## src/rtl/vga_pkg.sv

```systemverilog
// Shared types, default 640x480@60 raster constants and the line/frame total helper
// for the VGA timing generator.
package vga_pkg;

    localparam int unsigned VGA_H_DISP  = 640;
    localparam int unsigned VGA_H_FRONT = 16;
    localparam int unsigned VGA_H_SYNC  = 96;
    localparam int unsigned VGA_H_BACK  = 48;
    localparam int unsigned VGA_V_DISP  = 480;
    localparam int unsigned VGA_V_FRONT = 10;
    localparam int unsigned VGA_V_SYNC  = 2;
    localparam int unsigned VGA_V_BACK  = 33;

    typedef struct packed {
        logic [15:0] y;
        logic [15:0] x;
    } spr_pos_t;

    typedef struct packed {
        logic [15:0] y;
        logic [15:0] x;
        logic [15:0] h;
        logic [15:0] w;
    } spr_cfg_t;

    function automatic int unsigned vga_total(input int unsigned disp, input int unsigned front,
                                              input int unsigned sync, input int unsigned back);
        return disp + front + sync + back;
    endfunction

endpackage

```

## src/rtl/vga_spr_hit.sv

```systemverilog
// Combinational window test for one sprite: hit flag plus offsets of the pixel
// inside the window. Bounds are compared in 17 bits so X+W never wraps.
module vga_spr_hit
    import vga_pkg::*;
#(
    parameter int unsigned CW = 12
) (
    input  logic          vid_i,
    input  logic [CW-1:0] x_i,
    input  logic [CW-1:0] y_i,
    input  spr_cfg_t      cfg_i,
    output logic          hit_o,
    output logic [15:0]   xoff_o,
    output logic [15:0]   yoff_o
);

    logic [16:0] x17, y17, x_lo, x_hi, y_lo, y_hi;

    always_comb begin
        x17    = 17'(x_i);
        y17    = 17'(y_i);
        x_lo   = {1'b0, cfg_i.x};
        y_lo   = {1'b0, cfg_i.y};
        x_hi   = x_lo + {1'b0, cfg_i.w};
        y_hi   = y_lo + {1'b0, cfg_i.h};
        hit_o  = vid_i && (x17 >= x_lo) && (x17 < x_hi) && (y17 >= y_lo) && (y17 < y_hi);
        xoff_o = x17[15:0] - cfg_i.x;
        yoff_o = y17[15:0] - cfg_i.y;
    end

endmodule

```

## src/rtl/vga_timing_gen.sv

```systemverilog
// Parametrised raster timing generator with NUM_SPR shadowed sprite windows.
// Optional line interrupt (irq_line/line_irq) when VGA_TIMING_LINE_IRQ_EN is defined.
module vga_timing_gen
    import vga_pkg::*;
#(
    parameter int unsigned H_DISP  = VGA_H_DISP,
    parameter int unsigned H_FRONT = VGA_H_FRONT,
    parameter int unsigned H_SYNC  = VGA_H_SYNC,
    parameter int unsigned H_BACK  = VGA_H_BACK,
    parameter int unsigned V_DISP  = VGA_V_DISP,
    parameter int unsigned V_FRONT = VGA_V_FRONT,
    parameter int unsigned V_SYNC  = VGA_V_SYNC,
    parameter int unsigned V_BACK  = VGA_V_BACK,
    parameter int unsigned CW      = 12,
    parameter int unsigned NUM_SPR = 4,
    parameter bit          HS_POL  = 1'b0,
    parameter bit          VS_POL  = 1'b0
) (
    input  logic                      clk,
    input  logic                      rst,
    input  logic                      en,
    input  logic [32*NUM_SPR-1:0]     spr_pos,
    input  logic [32*NUM_SPR-1:0]     spr_size,
    output logic                      hs,
    output logic                      vs,
    output logic                      vidon,
    output logic [CW-1:0]             lcd_xpos,
    output logic [CW-1:0]             lcd_ypos,
    output logic [NUM_SPR-1:0]        spr_on,
    output logic                      spr_hit,
    output logic [$clog2(NUM_SPR):0]  spr_id,
    output logic [15:0]               spr_xoff,
    output logic [15:0]               spr_yoff,
    output logic                      frame_start,
    output logic                      line_start
`ifdef VGA_TIMING_LINE_IRQ_EN
    ,
    input  logic [CW-1:0]             irq_line,
    output logic                      line_irq
`endif
);

    localparam int unsigned H_TOTAL = vga_total(H_DISP, H_FRONT, H_SYNC, H_BACK);
    localparam int unsigned V_TOTAL = vga_total(V_DISP, V_FRONT, V_SYNC, V_BACK);
    localparam int unsigned IDW     = $clog2(NUM_SPR) + 1;

    localparam logic [CW-1:0] H_LAST = CW'(H_TOTAL - 1);
    localparam logic [CW-1:0] V_LAST = CW'(V_TOTAL - 1);
    localparam logic [CW-1:0] H_SYN  = CW'(H_SYNC);
    localparam logic [CW-1:0] V_SYN  = CW'(V_SYNC);
    localparam logic [CW-1:0] H_BEG  = CW'(H_SYNC + H_BACK);
    localparam logic [CW-1:0] V_BEG  = CW'(V_SYNC + V_BACK);
    localparam logic [CW-1:0] H_END  = CW'(H_SYNC + H_BACK + H_DISP);
    localparam logic [CW-1:0] V_END  = CW'(V_SYNC + V_BACK + V_DISP);

    logic          run_q;
    logic [CW-1:0] hc_q, hc_d, vc_q, vc_d;
    logic          at_last, cfg_load;

    spr_cfg_t cfg_q  [NUM_SPR];
    spr_cfg_t cfg_in [NUM_SPR];

    logic               vid_c;
    logic [CW-1:0]      x_c, y_c;
    logic [NUM_SPR-1:0] hit_c;
    logic [15:0]        xoff_c [NUM_SPR];
    logic [15:0]        yoff_c [NUM_SPR];
    logic               found_c;
    logic [IDW-1:0]     id_c;
    logic [15:0]        wxoff_c, wyoff_c;

    logic               hs_q, vs_q, vidon_q, fs_q, ls_q, spr_hit_q;
    logic [CW-1:0]      xpos_q, ypos_q;
    logic [NUM_SPR-1:0] spr_on_q;
    logic [IDW-1:0]     spr_id_q;
    logic [15:0]        xoff_q, yoff_q;

    always_comb begin
        hc_d    = '0;
        vc_d    = '0;
        at_last = (hc_q == H_LAST) && (vc_q == V_LAST);
        if (run_q) begin
            if (hc_q == H_LAST) begin
                vc_d = (vc_q == V_LAST) ? '0 : vc_q + 1'b1;
            end else begin
                hc_d = hc_q + 1'b1;
                vc_d = vc_q;
            end
        end
    end

    // Shadow copy points: reset, the cycle run rises, and the last pixel of a frame.
    assign cfg_load = rst || (en && !run_q) || (run_q && at_last);

    always_comb begin
        for (int unsigned i = 0; i < NUM_SPR; i++) begin
            cfg_in[i].x = spr_pos[32*i +: 16];
            cfg_in[i].y = spr_pos[32*i+16 +: 16];
            cfg_in[i].w = spr_size[32*i +: 16];
            cfg_in[i].h = spr_size[32*i+16 +: 16];
        end
    end

    always_ff @(posedge clk) begin
        if (rst) begin
            run_q <= 1'b0;
            hc_q  <= '0;
            vc_q  <= '0;
        end else begin
            run_q <= en;
            hc_q  <= hc_d;
            vc_q  <= vc_d;
        end
        if (cfg_load) begin
            cfg_q <= cfg_in;
        end
    end

    always_comb begin
        vid_c = run_q && (hc_q >= H_BEG) && (hc_q < H_END) && (vc_q >= V_BEG) && (vc_q < V_END);
        x_c   = vid_c ? hc_q - H_BEG : '0;
        y_c   = vid_c ? vc_q - V_BEG : '0;
    end

    for (genvar g = 0; g < NUM_SPR; g++) begin : g_spr
        vga_spr_hit #(.CW(CW)) u_hit (
            .vid_i  (vid_c),
            .x_i    (x_c),
            .y_i    (y_c),
            .cfg_i  (cfg_q[g]),
            .hit_o  (hit_c[g]),
            .xoff_o (xoff_c[g]),
            .yoff_o (yoff_c[g])
        );
    end

    always_comb begin
        found_c = 1'b0;
        id_c    = '0;
        wxoff_c = '0;
        wyoff_c = '0;
        for (int unsigned i = 0; i < NUM_SPR; i++) begin
            if (hit_c[i] && !found_c) begin
                found_c = 1'b1;
                id_c    = IDW'(i);
                wxoff_c = xoff_c[i];
                wyoff_c = yoff_c[i];
            end
        end
    end

    always_ff @(posedge clk) begin
        if (rst || !run_q) begin
            hs_q      <= ~HS_POL;
            vs_q      <= ~VS_POL;
            vidon_q   <= 1'b0;
            xpos_q    <= '0;
            ypos_q    <= '0;
            spr_on_q  <= '0;
            spr_hit_q <= 1'b0;
            spr_id_q  <= '0;
            xoff_q    <= '0;
            yoff_q    <= '0;
            fs_q      <= 1'b0;
            ls_q      <= 1'b0;
        end else begin
            hs_q      <= (hc_q < H_SYN) ? HS_POL : ~HS_POL;
            vs_q      <= (vc_q < V_SYN) ? VS_POL : ~VS_POL;
            vidon_q   <= vid_c;
            xpos_q    <= x_c;
            ypos_q    <= y_c;
            spr_on_q  <= hit_c;
            spr_hit_q <= found_c;
            spr_id_q  <= id_c;
            xoff_q    <= wxoff_c;
            yoff_q    <= wyoff_c;
            fs_q      <= (hc_q == '0) && (vc_q == '0);
            ls_q      <= (hc_q == '0);
        end
    end

    assign hs          = hs_q;
    assign vs          = vs_q;
    assign vidon       = vidon_q;
    assign lcd_xpos    = xpos_q;
    assign lcd_ypos    = ypos_q;
    assign spr_on      = spr_on_q;
    assign spr_hit     = spr_hit_q;
    assign spr_id      = spr_id_q;
    assign spr_xoff    = xoff_q;
    assign spr_yoff    = yoff_q;
    assign frame_start = fs_q;
    assign line_start  = ls_q;

`ifdef VGA_TIMING_LINE_IRQ_EN
    logic [CW-1:0] irq_q;
    logic          irq_hit_c, line_irq_q;

    // Widened by one bit so V_BEG + irq_line cannot alias back onto a display line.
    always_comb begin
        irq_hit_c = run_q && (hc_q == H_BEG)
                 && ({1'b0, irq_q} < (CW+1)'(V_DISP))
                 && ({1'b0, vc_q} == ({1'b0, V_BEG} + {1'b0, irq_q}));
    end

    always_ff @(posedge clk) begin
        if (cfg_load) begin
            irq_q <= irq_line;
        end
        if (rst || !run_q) begin
            line_irq_q <= 1'b0;
        end else begin
            line_irq_q <= irq_hit_c;
        end
    end

    assign line_irq = line_irq_q;
`endif

endmodule

```

## config.mk

```make
export PLATFORM = sky130hd
export DESIGN_NAME = vga_timing_gen
export DESIGN_NICKNAME = d
export VERILOG_FILES = /design/src/rtl/vga_pkg.sv /design/src/rtl/vga_spr_hit.sv /design/src/rtl/vga_timing_gen.sv
export SDC_FILE = /design/constraint.sdc
export NUM_CORES = 1
export LEC_CHECK = 0
export ABC_AREA = 1
export BUFFER_PORTS_ARGS = -buffer_cell sky130_fd_sc_hd__buf_2
export CAP_MARGIN = 20
export CORE_UTILIZATION = 40
export CTS_BUF_LIST = sky130_fd_sc_hd__clkbuf_8 sky130_fd_sc_hd__clkbuf_16
export DETAILED_ROUTE_END_ITERATION = 10
export SLEW_MARGIN = 20
export SYNTH_ARGS = -nofsm -noshare
export SYNTH_HDL_FRONTEND = slang
export SYNTH_SLANG_ARGS = --single-unit
```

## constraint.sdc

```tcl
create_clock -name clk -period 23.5 [get_ports clk]
set_input_delay 1.175 -clock clk [delete_from_list [all_inputs] [get_ports clk]]
set_output_delay 1.175 -clock clk [all_outputs]
set_load 0.1 [all_outputs]
```

# Yosys cells after proc, flatten, opt, wreduce, memory -nomap -nowiden
# Index checks and enable logic that the tools add are counted.
[totals]
memories = 0
romBits = 0
latchBits = 0
input_bits = 259
ff_bits = 350
elab_cells = 136
ramBits = 0
[classes]
mul = 0
magnitude_cmp = 22
n_shift = 0
mux = 20
div_mod_pow = 0
n_reduce_logical = 39
bitwise = 1
add_sub_neg = 20
n_eq_ne = 2
[op_table]
columns = ["operator", "n"]
rows = [
  ["16-bit by 16-bit adder with 17-bit output", 8],
  ["12-bit by 17-bit less-than comparator with 1-bit output", 8],
  ["12-bit by 16-bit greater-or-equal comparator with 1-bit output", 8],
  ["16-bit two-way mux", 8],
  ["12-bit by 16-bit subtractor with 16-bit output", 8],
  ["12-bit two-way mux", 3],
  ["1-bit logical AND", 27],
  ["12-bit by 1-bit adder with 12-bit output, second input constant", 2],
  ["12-bit by 10-bit == test with 1-bit output, second input constant", 2],
  ["12-bit zero test", 2],
  ["12-bit by 10-bit less-than comparator with 1-bit output, second input constant", 2],
  ["12-bit by 6-bit greater-or-equal comparator with 1-bit output, second input constant", 1],
  ["12-bit by 8-bit greater-or-equal comparator with 1-bit output, second input constant", 1],
  ["12-bit by 2-bit less-than comparator with 1-bit output, second input constant", 1],
  ["12-bit by 7-bit less-than comparator with 1-bit output, second input constant", 1],
  ["12-bit by 6-bit subtractor with 12-bit output, second input constant", 1],
  ["12-bit by 8-bit subtractor with 12-bit output, second input constant", 1],
  ["1-bit two-way mux", 7],
  ["3-bit OR reduction", 2],
  ["1-bit zero test", 4],
  ["2-bit two-way mux", 2],
  ["1-bit logical OR", 3],
  ["2-bit OR reduction", 1],
  ["1-bit inverter", 1],
]

# Depth between registers and ports, before layout
# Gate-level depths: netlist (run 1).
[logic_depth]
ltp_word = 21
depth_mapped = 32
mapped_depth_nobuf = 30

# Modules after synthesis
# A second synthesis (run 1) with hierarchy kept.
[unflattened]
cells_unflattened = 3287
hier_area_um2 = 26494.2
[by_module_without_submodules]
columns = ["module", "instances", "cells_each", "area_each_um2"]
rows = [
  ["vga_timing_gen", 1, 912, 12349.3],
  ["vga_spr_hit at g_spr[2].u_hit", 1, 602, 3567.2],
  ["vga_spr_hit at g_spr[0].u_hit", 1, 589, 3544.6],
  ["vga_spr_hit at g_spr[1].u_hit", 1, 591, 3524.6],
  ["vga_spr_hit at g_spr[3].u_hit", 1, 593, 3508.4],
]

# Least setup slack after synthesis (run 1)
# OpenSTA, ideal clock, no wires.
[synth_path]
kind = "input port to flip-flop"
startpoint = "input rst"
endpoint = "register cfg_q[0] (netlist name), enable pin"
t_arrival_ns = 18.649
setup_slack_ns = 3.662
setup_ns = 1.188
stages = 4
cell_sequence = "nor2_1 > inv_1 > nor2_1 > nor3_1"
[synth_via]
elab_chain_cells = 2
[synth_lines]
columns = ["element", "line", "source"]
rows = [
  ["start, declared", "vga_timing_gen.sv:20", "input logic rst,"],
  ["1-bit logical OR (2 in series)", "vga_timing_gen.sv:93", "assign cfg_load = rst || (en && !run_q) || (run_q && at_last);"],
  ["net cfg_load", "vga_timing_gen.sv:58", "logic at_last, cfg_load;"],
  ["end signal, assigned", "vga_timing_gen.sv:115", "cfg_q <= cfg_in;"],
  ["end, declared", "vga_timing_gen.sv:60", "spr_cfg_t cfg_q [NUM_SPR];"],
]
# The timed path passes the listed nets, and every way through them passes these cells.
# A chain may end at the register's enable or synchronous reset.

# Final worst setup path (run 1)
[layout_path]
startpoint = "register hc_q[4]"
endpoint = "register xoff_q[8] (netlist: spr_xoff[8])"
[layout_rtl]
columns = ["element", "line", "source"]
rows = [
  ["start, declared", "vga_timing_gen.sv:57", "logic [CW-1:0] hc_q, hc_d, vc_q, vc_d;"],
  ["start signal, assigned", "vga_timing_gen.sv:107", "hc_q <= '0;"],
  ["start signal, assigned", "vga_timing_gen.sv:111", "hc_q <= hc_d;"],
  ["12-bit by 8-bit greater-or-equal comparator with 1-bit output", "vga_timing_gen.sv:120", "vid_c = run_q && (hc_q >= H_BEG) && (hc_q < H_END) && (vc_q >= V_BEG) && (vc_q < V_END);"],
  ["1-bit logical AND", "vga_timing_gen.sv:120", ""],
  ["1-bit logical AND * (3 in series)", "vga_timing_gen.sv:120", ""],
  ["12-bit two-way mux *", "vga_timing_gen.sv:122", "y_c = vid_c ? vc_q - V_BEG : '0;"],
  ["net g_spr[0].u_hit.y_i[3]", "vga_spr_hit.sv:10", "input logic [CW-1:0] y_i,"],
  ["12-bit by 16-bit greater-or-equal comparator with 1-bit output", "vga_spr_hit.sv:26", "hit_o = vid_i && (x17 >= x_lo) && (x17 < x_hi) && (y17 >= y_lo) && (y17 < y_hi);"],
  ["1-bit logical AND (2 in series)", "vga_spr_hit.sv:26", ""],
  ["1-bit two-way mux", "vga_timing_gen.sv:143", "if (hit_c[i] && !found_c) begin"],
  ["1-bit zero test", "vga_timing_gen.sv:143", ""],
  ["1-bit logical AND", "vga_timing_gen.sv:143", ""],
  ["1-bit two-way mux", "vga_timing_gen.sv:143", ""],
  ["1-bit zero test", "vga_timing_gen.sv:143", ""],
  ["1-bit logical AND", "vga_timing_gen.sv:143", ""],
  ["1-bit two-way mux", "vga_timing_gen.sv:143", ""],
  ["1-bit zero test", "vga_timing_gen.sv:143", ""],
  ["1-bit logical AND", "vga_timing_gen.sv:143", ""],
  ["16-bit two-way mux *", "vga_timing_gen.sv:143", ""],
  ["end signal, assigned", "vga_timing_gen.sv:175", "xoff_q <= wxoff_c;"],
  ["end, declared", "vga_timing_gen.sv:76", "logic [15:0] xoff_q, yoff_q;"],
]
# Mark *: on every way through the listed nets, which the timed path passes. The rest lies on a longest branch.

==> impl_results.html, run 1 <==
<table>
<tr><th>Metric</th><th>Value</th></tr>
<tr><th colspan="2">Status</th></tr>
<tr><td>Result of the run</td><td>complete, no violations</td></tr>
<tr><th colspan="2">Placement</th></tr>
<tr><td>Gp weighted congestion</td><td>0.958</td></tr>
<tr><td>Port-buffer cells</td><td>326</td></tr>
<tr><td>Half-perimeter wire length after placement</td><td>63500 um</td></tr>
<tr><th colspan="2">Critical path</th></tr>
<tr><td>Kind of end point of the critical path</td><td>flop</td></tr>
<tr><td>Endpoint required time on the critical path</td><td>24000 ps</td></tr>
<tr><td>Critical Path AT</td><td>6750 ps</td></tr>
<tr><td>Worst setup path class</td><td>flop to flop</td></tr>
<tr><td>Critical Path Source Type</td><td>flop</td></tr>
<tr><td>Crit Path Max Fanout</td><td>28</td></tr>
<tr><th colspan="2">Final layout</th></tr>
<tr><td>Top library cells by usage in the layout, fill and taps aside</td><td>639 x nand2_1, 369 x inv_1, 326 x buf_2</td></tr>
<tr><td>Most common cell after layout, fill and taps aside</td><td>nand2_1</td></tr>
<tr><td>Share of post-route cells with drive strength above 1</td><td>13.8%</td></tr>
<tr><td>Count of nets after finishing</td><td>4078</td></tr>
<tr><td>Fillers</td><td>6320</td></tr>
<tr><td>Area added between synthesis and finish</td><td>15.7%</td></tr>
<tr><th colspan="2">Clock network</th></tr>
<tr><td>Register clock-pin slew on the reported worst setup and hold paths</td><td>60 ps</td></tr>
<tr><td>Source-to-sink clock delay at the later pin of the worst-skew pair</td><td>590 ps</td></tr>
<tr><td>Number of CTS-inserted buffers</td><td>42</td></tr>
<tr><td>Post-CTS repair timing setup buffer count</td><td>0</td></tr>
<tr><td>Number of hold-repair buffers added at the cts stage</td><td>0</td></tr>
<tr><td>Clock buffer depth</td><td>3</td></tr>
<tr><td>Clock tree root driver cell</td><td>clkbuf_16</td></tr>
<tr><td>Number of H-tree levels</td><td>2</td></tr>
<tr><td>Post-CTS sizing</td><td>0</td></tr>
<tr><td>CTS tree</td><td>yes</td></tr>
<tr><td>Clock sink total</td><td>349</td></tr>
<tr><th colspan="2">Timing</th></tr>
<tr><td>Post-Route Skew</td><td>25.1 ps</td></tr>
<tr><td>Number of endpoints with negative hold slack in the final report</td><td>0</td></tr>
<tr><td>Minimum clock period after layout</td><td>6240 ps</td></tr>
<tr><td>Total of endpoints with negative setup slack in the final report</td><td>0</td></tr>
<tr><td>Final count of pins violating max slew</td><td>0</td></tr>
<tr><td>Achievable clock frequency</td><td>160 MHz</td></tr>
<tr><td>Period utilisation layout</td><td>26.6%</td></tr>
<tr><td>Setup repair after global routing missed its margin</td><td>false</td></tr>
<tr><td>Summed negative setup slack over all endpoints</td><td>0 ps</td></tr>
<tr><td>Rel. slew slack</td><td>31.2%</td></tr>
<tr><td>Slew at the pin closest to its max-slew limit</td><td>1030 ps</td></tr>
<tr><th colspan="2">Detailed routing</th></tr>
<tr><td>First DRT Iteration DRCs</td><td>1836</td></tr>
<tr><td>Total detailed-routing wirelength</td><td>77900 um</td></tr>
<tr><td>Per-cell routed wire length</td><td>17.8 um</td></tr>
<tr><td>Total via count in the routed design</td><td>22390</td></tr>
<tr><td>Residual DRC</td><td>0</td></tr>
<tr><td>Post-route antenna net violation count</td><td>0</td></tr>
<tr><td>Vias per cell</td><td>5.13</td></tr>
<tr><td>Number of detailed-route iterations in the first pass</td><td>5</td></tr>
<tr><th colspan="2">GRT</th></tr>
<tr><td>Antenna violations before repair</td><td>2</td></tr>
<tr><td>Global-route wire length before repair</td><td>118000 um</td></tr>
<tr><td>Maximum number of pins on one net before global-route repair</td><td>78</td></tr>
<tr><td>Aggregate global-route resource usage</td><td>23.4%</td></tr>
<tr><td>Vias in the first global route</td><td>21176</td></tr>
<tr><td>GRT Residual Overflow</td><td>0</td></tr>
<tr><th colspan="2">Logic synthesis</th></tr>
<tr><td>Post-synthesis instance area</td><td>25800 um2</td></tr>
<tr><td>Post-synthesis instance total</td><td>3119</td></tr>
<tr><td>Cell accounting for the most synthesized area</td><td>edfxtp_1</td></tr>
<tr><td>Sequential-to-total area share from yosys stat</td><td>37.0%</td></tr>
<tr><td>Flop and latch count out of synthesis</td><td>349</td></tr>
<tr><td>Top cells by area in the synthesized netlist</td><td>edfxtp_1 30%, ha_1 15%, nand2_1 9.3%</td></tr>
<tr><td>Share of async-settable or async-resettable flops after synthesis</td><td>0%</td></tr>
<tr><td>Number of flops mapped to enable cells by yosys</td><td>256</td></tr>
<tr><td>Library cells used by synthesis</td><td>60</td></tr>
<tr><td>Average cell area after synthesis</td><td>8.27 um2</td></tr>
<tr><td>Share of the synthesized area in the top cell type</td><td>29.8%</td></tr>
<tr><td>Most used flip-flop cell after synthesis</td><td>edfxtp_1</td></tr>
<tr><td>Yosys warns</td><td>0</td></tr>
<tr><th colspan="2">Pwr</th></tr>
<tr><td>Max rail drop VDD</td><td>0.0000517 V</td></tr>
<tr><td>P per Cell Area</td><td>61.7 nW/um2</td></tr>
<tr><td>Overall power</td><td>1840 uW</td></tr>
<tr><td>Leakage power</td><td>0.0146 uW</td></tr>
<tr><th colspan="2">Floorplanning</th></tr>
<tr><td>Total Die Area</td><td>65500 um2</td></tr>
<tr><td>Effective utilization at floorplan</td><td>40.7%</td></tr>
<tr><td>Standard-cell row count</td><td>92</td></tr>
<tr><td>Standard cell core area</td><td>63400 um2</td></tr>
<tr><td>I/O pin count</td><td>328</td></tr>
<tr><td>Die outline height</td><td>256 um</td></tr>
<tr><td>Chip Width</td><td>256 um</td></tr>
<tr><th colspan="2">Job</th></tr>
<tr><td>MaxCap Viol Count</td><td>0</td></tr>
<tr><th colspan="2">Worst hold path</th></tr>
<tr><td>Hold WC Path Type</td><td>flop to flop</td></tr>
</table>
[per-layer routing]
layer,share of wire (%),vias to the layer above,global-route usage [%]
li1,-,11432,-
met1,47,10207,32.5
met2,44,647,37.2
met3,6.1,104,3.68
met4,2.5,0,6.84
met5,0,-,0
[Yosys cell counts (3+ instances only)]
cell / n
a21oi_1: 279
nor3b_1: 4
nor2_2: 9
o21a_1: 10
nand2_1: 639
a21boi_0: 4
xnor2_1: 80
a221oi_1: 4
buf_6: 5
o21ai_0: 110
nor2_4: 6
o21bai_1: 16
inv_2: 8
o22ai_1: 4
inv_1: 363
or2_2: 9
ha_1: 314
nor4_1: 22
nand4_4: 3
o21ai_1: 6
a211oi_1: 10
clkbuf_1: 7
buf_2: 9
nand3b_1: 13
buf_4: 6
fa_1: 16
nand3_2: 10
nand3_1: 205
dfxtp_1: 93
edfxtp_1: 256
nor3_1: 39
nor2_1: 305
nand4_1: 58
and3_1: 5
xor2_1: 107
o2111ai_1: 4
a31oi_1: 9
o211ai_1: 15
nand2_2: 15
a21o_1: 14
[path summary, 6_finish.rpt]
check                             start     endpoint  slack [ps]  cells after the start
worst min register to register  hc_q[0]      hc_q[0]         470                      1
worst max-delay path            hc_q[4]  spr_xoff[8]       17260                     26
worst min-delay path            hc_q[0]      hc_q[0]         470                      1
worst max register to register  hc_q[4]  spr_xoff[8]       17260                     26
[registers in the layout, summed over array words and instances (netlist names), 2 cells and up]
register  cells
cfg_q       256
spr_xoff     16
spr_yoff     16
hc_q         12
lcd_xpos     12
lcd_ypos     12
vc_q         12
spr_on        4
spr_id        2
[through the flow]
stage / util [%] / hold WS (ps) / instance area (um2) / cells / setup slack (ps)
after global routing: 47.1 / 505 / 29800 / 4367 / 16780
after detailed placement: 44.9 / 456 / 28500 / 4291 / 17430
after CTS: 47.0 / 472 / 29800 / 4366 / 17380
final: 47.1 / 470 / 29800 / 4367 / 17260
after global placement: 44.9 / 458 / 28500 / 4291 / 17750
after floorplan: - / 430 / 25800 / 3128 / 3660
[final cells by class]
| cell class | instances | area, um2 | share of cell area (%) |
|---|---|---|---|
| tap | 846 | 1060 | 3.55 |
| sequential | 349 | 9550 | 32.0 |
| antenna | 1 | 2.50 | 0.00838 |
| clock buffer | 46 | 1120 | 3.74 |
| clock inverter | 29 | 230 | 0.771 |
| multi-input combinational | 2380 | 14700 | 49.3 |
| inverter | 371 | 1390 | 4.67 |
| timing repair buffer | 345 | 1770 | 5.94 |
[critical path, cell delays in order, from the launching register on]
cell and delay [ps]:
dfxtp_1 460, inv_1 140, ha_1 260, nand2_1 100
nand2_1 80, nand2_1 120, nor2_1 90, nor2_4 160
nand3_4 400, nor2_1 830, ha_1 430, a21o_1 200
nor2_1 190, o21ai_0 190, a21boi_0 290, o21ai_0 200
a41oi_1 260, nor2_1 110, o21ai_2 90, nor2_4 90
nand2_8 180, inv_2 180, nor2_1 630, nand2_1 130
nand3_1 110, nand2_1 70, a21oi_1 130
[power by group]
part	internal (uW)	leakage (uW)	switching (uW)
Sequential	710	0.00331	29.3
Combinational	175	0.0106	291
Clock	367	0.000686	270
Total	1250	0.0146	590
[cell families (layout without fill, tap and decap cells)]
| group | Yosys count | after routing | share of synthesized area, % |
|---|---|---|---|
| compound gates | 500 | 500 | 10.8 |
| xor+xnor | 187 | 187 | 6.35 |
| fa+ha+maj | 330 | 330 | 16.5 |
| buf+inv | 399 | 791 | 6.12 |
| flops | 349 | 349 | 37.0 |
| other cells | 1 | 11 | 0.0145 |
| simple gates | 1353 | 1353 | 23.3 |
Power figures use the tool's default switching activity.
==> run 2, diff against run 1 <==
- ABC_AREA: 1 -> 0
- clock period: 23.5 -> 6.17 ns (I/O delays scaled with it)
==> run 2 against run 1 <==
Effect of this change: global-route usage is 3.2 points higher; clock skew is essentially flat; critical path depth is 6 lower; via count shrank 2.7%; combinational power rose to 3.6 times the previous value; sequential power rose to 3.8 times the previous value; power increased to 3.8 times the previous value; synthesized cell count down 21%; area after synthesis fell by 5.5%; critical path type unchanged; highest routed layer is now met5.
==> impl_results.html, run 2 <==
<table>
<tr><th>Metric</th><th>Value</th></tr>
<tr><th colspan="2">Status</th></tr>
<tr><td>Result of the run</td><td>complete, no violations</td></tr>
<tr><th colspan="2">Floorplanning</th></tr>
<tr><td>Standard-cell row count</td><td>90</td></tr>
<tr><td>Chip Width</td><td>249 um</td></tr>
<tr><td>I/O pin count</td><td>328</td></tr>
<tr><td>Total Die Area</td><td>62000 um2</td></tr>
<tr><td>Standard cell core area</td><td>60200 um2</td></tr>
<tr><td>Die outline height</td><td>249 um</td></tr>
<tr><td>Effective utilization at floorplan</td><td>40.5%</td></tr>
<tr><th colspan="2">GRT</th></tr>
<tr><td>Antenna violations before repair</td><td>6</td></tr>
<tr><td>Global-route wire length before repair</td><td>127000 um</td></tr>
<tr><td>Aggregate global-route resource usage</td><td>26.5%</td></tr>
<tr><td>Maximum number of pins on one net before global-route repair</td><td>160</td></tr>
<tr><td>GRT Residual Overflow</td><td>0</td></tr>
<tr><td>Vias in the first global route</td><td>22256</td></tr>
<tr><th colspan="2">Logic synthesis</th></tr>
<tr><td>Post-synthesis instance total</td><td>2469</td></tr>
<tr><td>Average cell area after synthesis</td><td>9.88 um2</td></tr>
<tr><td>Sequential-to-total area share from yosys stat</td><td>39.2%</td></tr>
<tr><td>Yosys warns</td><td>0</td></tr>
<tr><td>Post-synthesis instance area</td><td>24400 um2</td></tr>
<tr><td>Cell accounting for the most synthesized area</td><td>edfxtp_1</td></tr>
<tr><td>Share of async-settable or async-resettable flops after synthesis</td><td>0%</td></tr>
<tr><td>Top cells by area in the synthesized netlist</td><td>edfxtp_1 32%, ha_1 16%, dfxtp_1 7.6%</td></tr>
<tr><td>Library cells used by synthesis</td><td>92</td></tr>
<tr><td>Share of the synthesized area in the top cell type</td><td>31.5%</td></tr>
<tr><td>Number of flops mapped to enable cells by yosys</td><td>256</td></tr>
<tr><td>Count leader, synth</td><td>ha_1</td></tr>
<tr><td>Flop and latch count out of synthesis</td><td>349</td></tr>
<tr><td>Most used flip-flop cell after synthesis</td><td>edfxtp_1</td></tr>
<tr><td>Commonest cells post-synth</td><td>314 x ha_1, 256 x edfxtp_1, 203 x a21oi_1, 192 x nor2_1, 173 x inv_1</td></tr>
<tr><th colspan="2">Pwr</th></tr>
<tr><td>P per Cell Area</td><td>224 nW/um2</td></tr>
<tr><td>Overall power</td><td>6990 uW</td></tr>
<tr><td>Leakage power</td><td>0.0138 uW</td></tr>
<tr><td>Max rail drop VDD</td><td>0.000178 V</td></tr>
<tr><th colspan="2">Timing</th></tr>
<tr><td>Achievable clock frequency</td><td>171 MHz</td></tr>
<tr><td>Rel. slew slack</td><td>35.3%</td></tr>
<tr><td>Number of endpoints with negative hold slack in the final report</td><td>0</td></tr>
<tr><td>Setup repair after global routing missed its margin</td><td>false</td></tr>
<tr><td>Post-Route Skew</td><td>24.9 ps</td></tr>
<tr><td>Slew at the pin closest to its max-slew limit</td><td>959 ps</td></tr>
<tr><td>Minimum clock period after layout</td><td>5850 ps</td></tr>
<tr><td>Summed negative setup slack over all endpoints</td><td>0 ps</td></tr>
<tr><td>Period utilisation layout</td><td>94.8%</td></tr>
<tr><td>Total of endpoints with negative setup slack in the final report</td><td>0</td></tr>
<tr><td>Final count of pins violating max slew</td><td>0</td></tr>
<tr><th colspan="2">Final layout</th></tr>
<tr><td>Largest Register</td><td>cfg_q</td></tr>
<tr><td>Share of post-route cells with drive strength above 1</td><td>15.1%</td></tr>
<tr><td>Number of cells in the finished layout apart from fillers</td><td>3916</td></tr>
<tr><td>Final Core Density</td><td>51.7%</td></tr>
<tr><td>Most common cell after layout, fill and taps aside</td><td>buf_2</td></tr>
<tr><td>Number of flip-flops under the largest register name</td><td>256</td></tr>
<tr><td>Top library cells by usage in the layout, fill and taps aside</td><td>326 x buf_2, 314 x ha_1, 258 x dlygate4sd3_1</td></tr>
<tr><td>Summed area of non-filler cells in the final layout</td><td>31200 um2</td></tr>
<tr><td>Count of nets after finishing</td><td>3690</td></tr>
<tr><td>Area added between synthesis and finish</td><td>27.8%</td></tr>
<tr><th colspan="2">Critical path</th></tr>
<tr><td>Worst reg2reg path depth</td><td>20</td></tr>
<tr><td>Kind of end point of the critical path</td><td>flop</td></tr>
<tr><td>Internal reg-to-reg setup slack</td><td>320 ps</td></tr>
<tr><td>Endpoint of the lowest-slack register-to-register path</td><td>spr_yoff[2]</td></tr>
<tr><td>Worst r2r src</td><td>vc_q[0]</td></tr>
<tr><td>Critical Path AT</td><td>6290 ps</td></tr>
<tr><td>Crit Path Max Fanout</td><td>16</td></tr>
<tr><td>Critical Path Source Type</td><td>flop</td></tr>
<tr><td>Endpoint required time on the critical path</td><td>6620 ps</td></tr>
<tr><td>Worst setup path class</td><td>flop to flop</td></tr>
<tr><th colspan="2">Clock network</th></tr>
<tr><td>Number of H-tree levels</td><td>2</td></tr>
<tr><td>Clock sink total</td><td>349</td></tr>
<tr><td>Clock tree root driver cell</td><td>clkbuf_16</td></tr>
<tr><td>Source-to-sink clock delay at the later pin of the worst-skew pair</td><td>600 ps</td></tr>
<tr><td>Clock buffer depth</td><td>3</td></tr>
<tr><td>CTS tree</td><td>yes</td></tr>
<tr><td>Number of CTS-inserted buffers</td><td>41</td></tr>
<tr><td>Register clock-pin slew on the reported worst setup and hold paths</td><td>60 ps</td></tr>
<tr><th colspan="2">Detailed routing</th></tr>
<tr><td>Total via count in the routed design</td><td>21782</td></tr>
<tr><td>Per-cell routed wire length</td><td>21.5 um</td></tr>
<tr><td>Residual DRC</td><td>0</td></tr>
<tr><td>First DRT Iteration DRCs</td><td>1340</td></tr>
<tr><td>Vias per cell</td><td>5.56</td></tr>
<tr><td>Number of detailed-route iterations in the first pass</td><td>5</td></tr>
<tr><td>Post-route antenna net violation count</td><td>0</td></tr>
<tr><td>Total detailed-routing wirelength</td><td>84100 um</td></tr>
<tr><th colspan="2">Worst hold path</th></tr>
<tr><td>Hold-critical path endpoint</td><td>cfg_q[29]</td></tr>
<tr><td>Hold WC Path Type</td><td>input port to flop</td></tr>
<tr><td>Hold Path Stages</td><td>2</td></tr>
<tr><td>Worst Min Path Start</td><td>spr_size[125]</td></tr>
<tr><th colspan="2">Placement</th></tr>
<tr><td>Half-perimeter wire length after placement</td><td>63800 um</td></tr>
<tr><td>Gp weighted congestion</td><td>0.984</td></tr>
<tr><td>Cell total after placement</td><td>3582</td></tr>
<tr><td>Port-buffer cells</td><td>326</td></tr>
<tr><td>Post-place instance area</td><td>27200 um2</td></tr>
<tr><th colspan="2">Job</th></tr>
<tr><td>MaxCap Viol Count</td><td>0</td></tr>
</table>
-- run 2: layer usage --
| layer | vias up | global-route usage [%] | wire length [um] |
|---|---|---|---|
| met4 | 2 | 9.81 | 2980 |
| met1 | 10404 | 33.2 | 35800 |
| li1 | 10472 | - | - |
| met2 | 732 | 47.0 | 41300 |
| met5 | - | 0 | 13 |
| met3 | 172 | 2.86 | 3950 |
-- run 2: layout make-up --
| cell class | count | area, um2 |
|---|---|---|
| clock inverters | 30 | 287 |
| repair buffers | 626 | 4570 |
| clock buffers | 45 | 1090 |
| fillers | 5373 | 29100 |
| inverters | 173 | 649 |
| well taps | 782 | 978 |
| multi-input cells | 1910 | 14000 |
| flip-flops and latches | 349 | 9550 |
| diodes | 1 | 2.50 |
-- run 2: how the worst max path moves through the flow --
| stage | start | to | slack, ps |
|---|---|---|---|
| after global routing | hc_q[4] | spr_xoff[11] | 50 |
| after CTS | cfg_q[145] | spr_xoff[11] | 60 |
| final | vc_q[0] | spr_yoff[2] | 320 |
| after floorplan | vc_q[5] | cfg_q[0] | 190 |
| after global placement | vc_q[0] | spr_yoff[2] | 240 |
| after detailed placement | cfg_q[145] | spr_xoff[11] | 120 |
-- run 2: power by group --
| part | internal, uW | leakage, uW | total [uW] | switching [uW] |
|---|---|---|---|---|
| Sequential | 2690 | 0.00334 | 2790 | 108 |
| Clock | 1460 | 0.000700 | 2510 | 1050 |
| Combinational | 755 | 0.00980 | 1690 | 935 |
| Total | 4900 | 0.0138 | 6990 | 2090 |
-- run 2: critical path, cell delays in order, from the launching register on --
cell and delay [ps]:
dfxtp_1 520, ha_1 420, o41ai_4 110, and2_4 200, o211a_1 480, nor2_4 200
nand2_1 250, ha_1 280, inv_1 80, fa_1 230, nand2b_1 150, o2111ai_1 170
or4_1 550, and2_4 180, a311o_1 270, a211o_2 410, buf_4 250, nand2_4 200
nor3_1 90, a2111oi_1 540, nor2_1 90
-- run 2: repair_timing --
item                                    CTS  global route
endpoints found under the hold margin   257             0
gates resized for setup                   0             5
buffers inserted                          0             0
hold buffers                            258             0
endpoints found under the setup margin    0            33
-- run 2: cells by family after synthesis --
group | count (synthesis) | share of synthesized area [%]
XOR/XNOR | 191 | 6.86
AO/OA/AOI/OAI | 686 | 18.1
flip-flops | 349 | 39.2
adder cells (fa/ha/maj) | 331 | 17.5
multiplexers | 23 | 0.954
AND/OR/NAND/NOR | 669 | 13.8
other | 1 | 0.0154
buffers and inverters | 219 | 3.57
-- run 2: stage by stage --
stage          hold WS [ps]  setup slack [ps]
3_3_place_gp            482               242
3_5_place_dp            487               124
5_1_grt                 413              52.5
2_1_floorplan           380               193
6_report                425               322
4_1_cts                 390              56.4
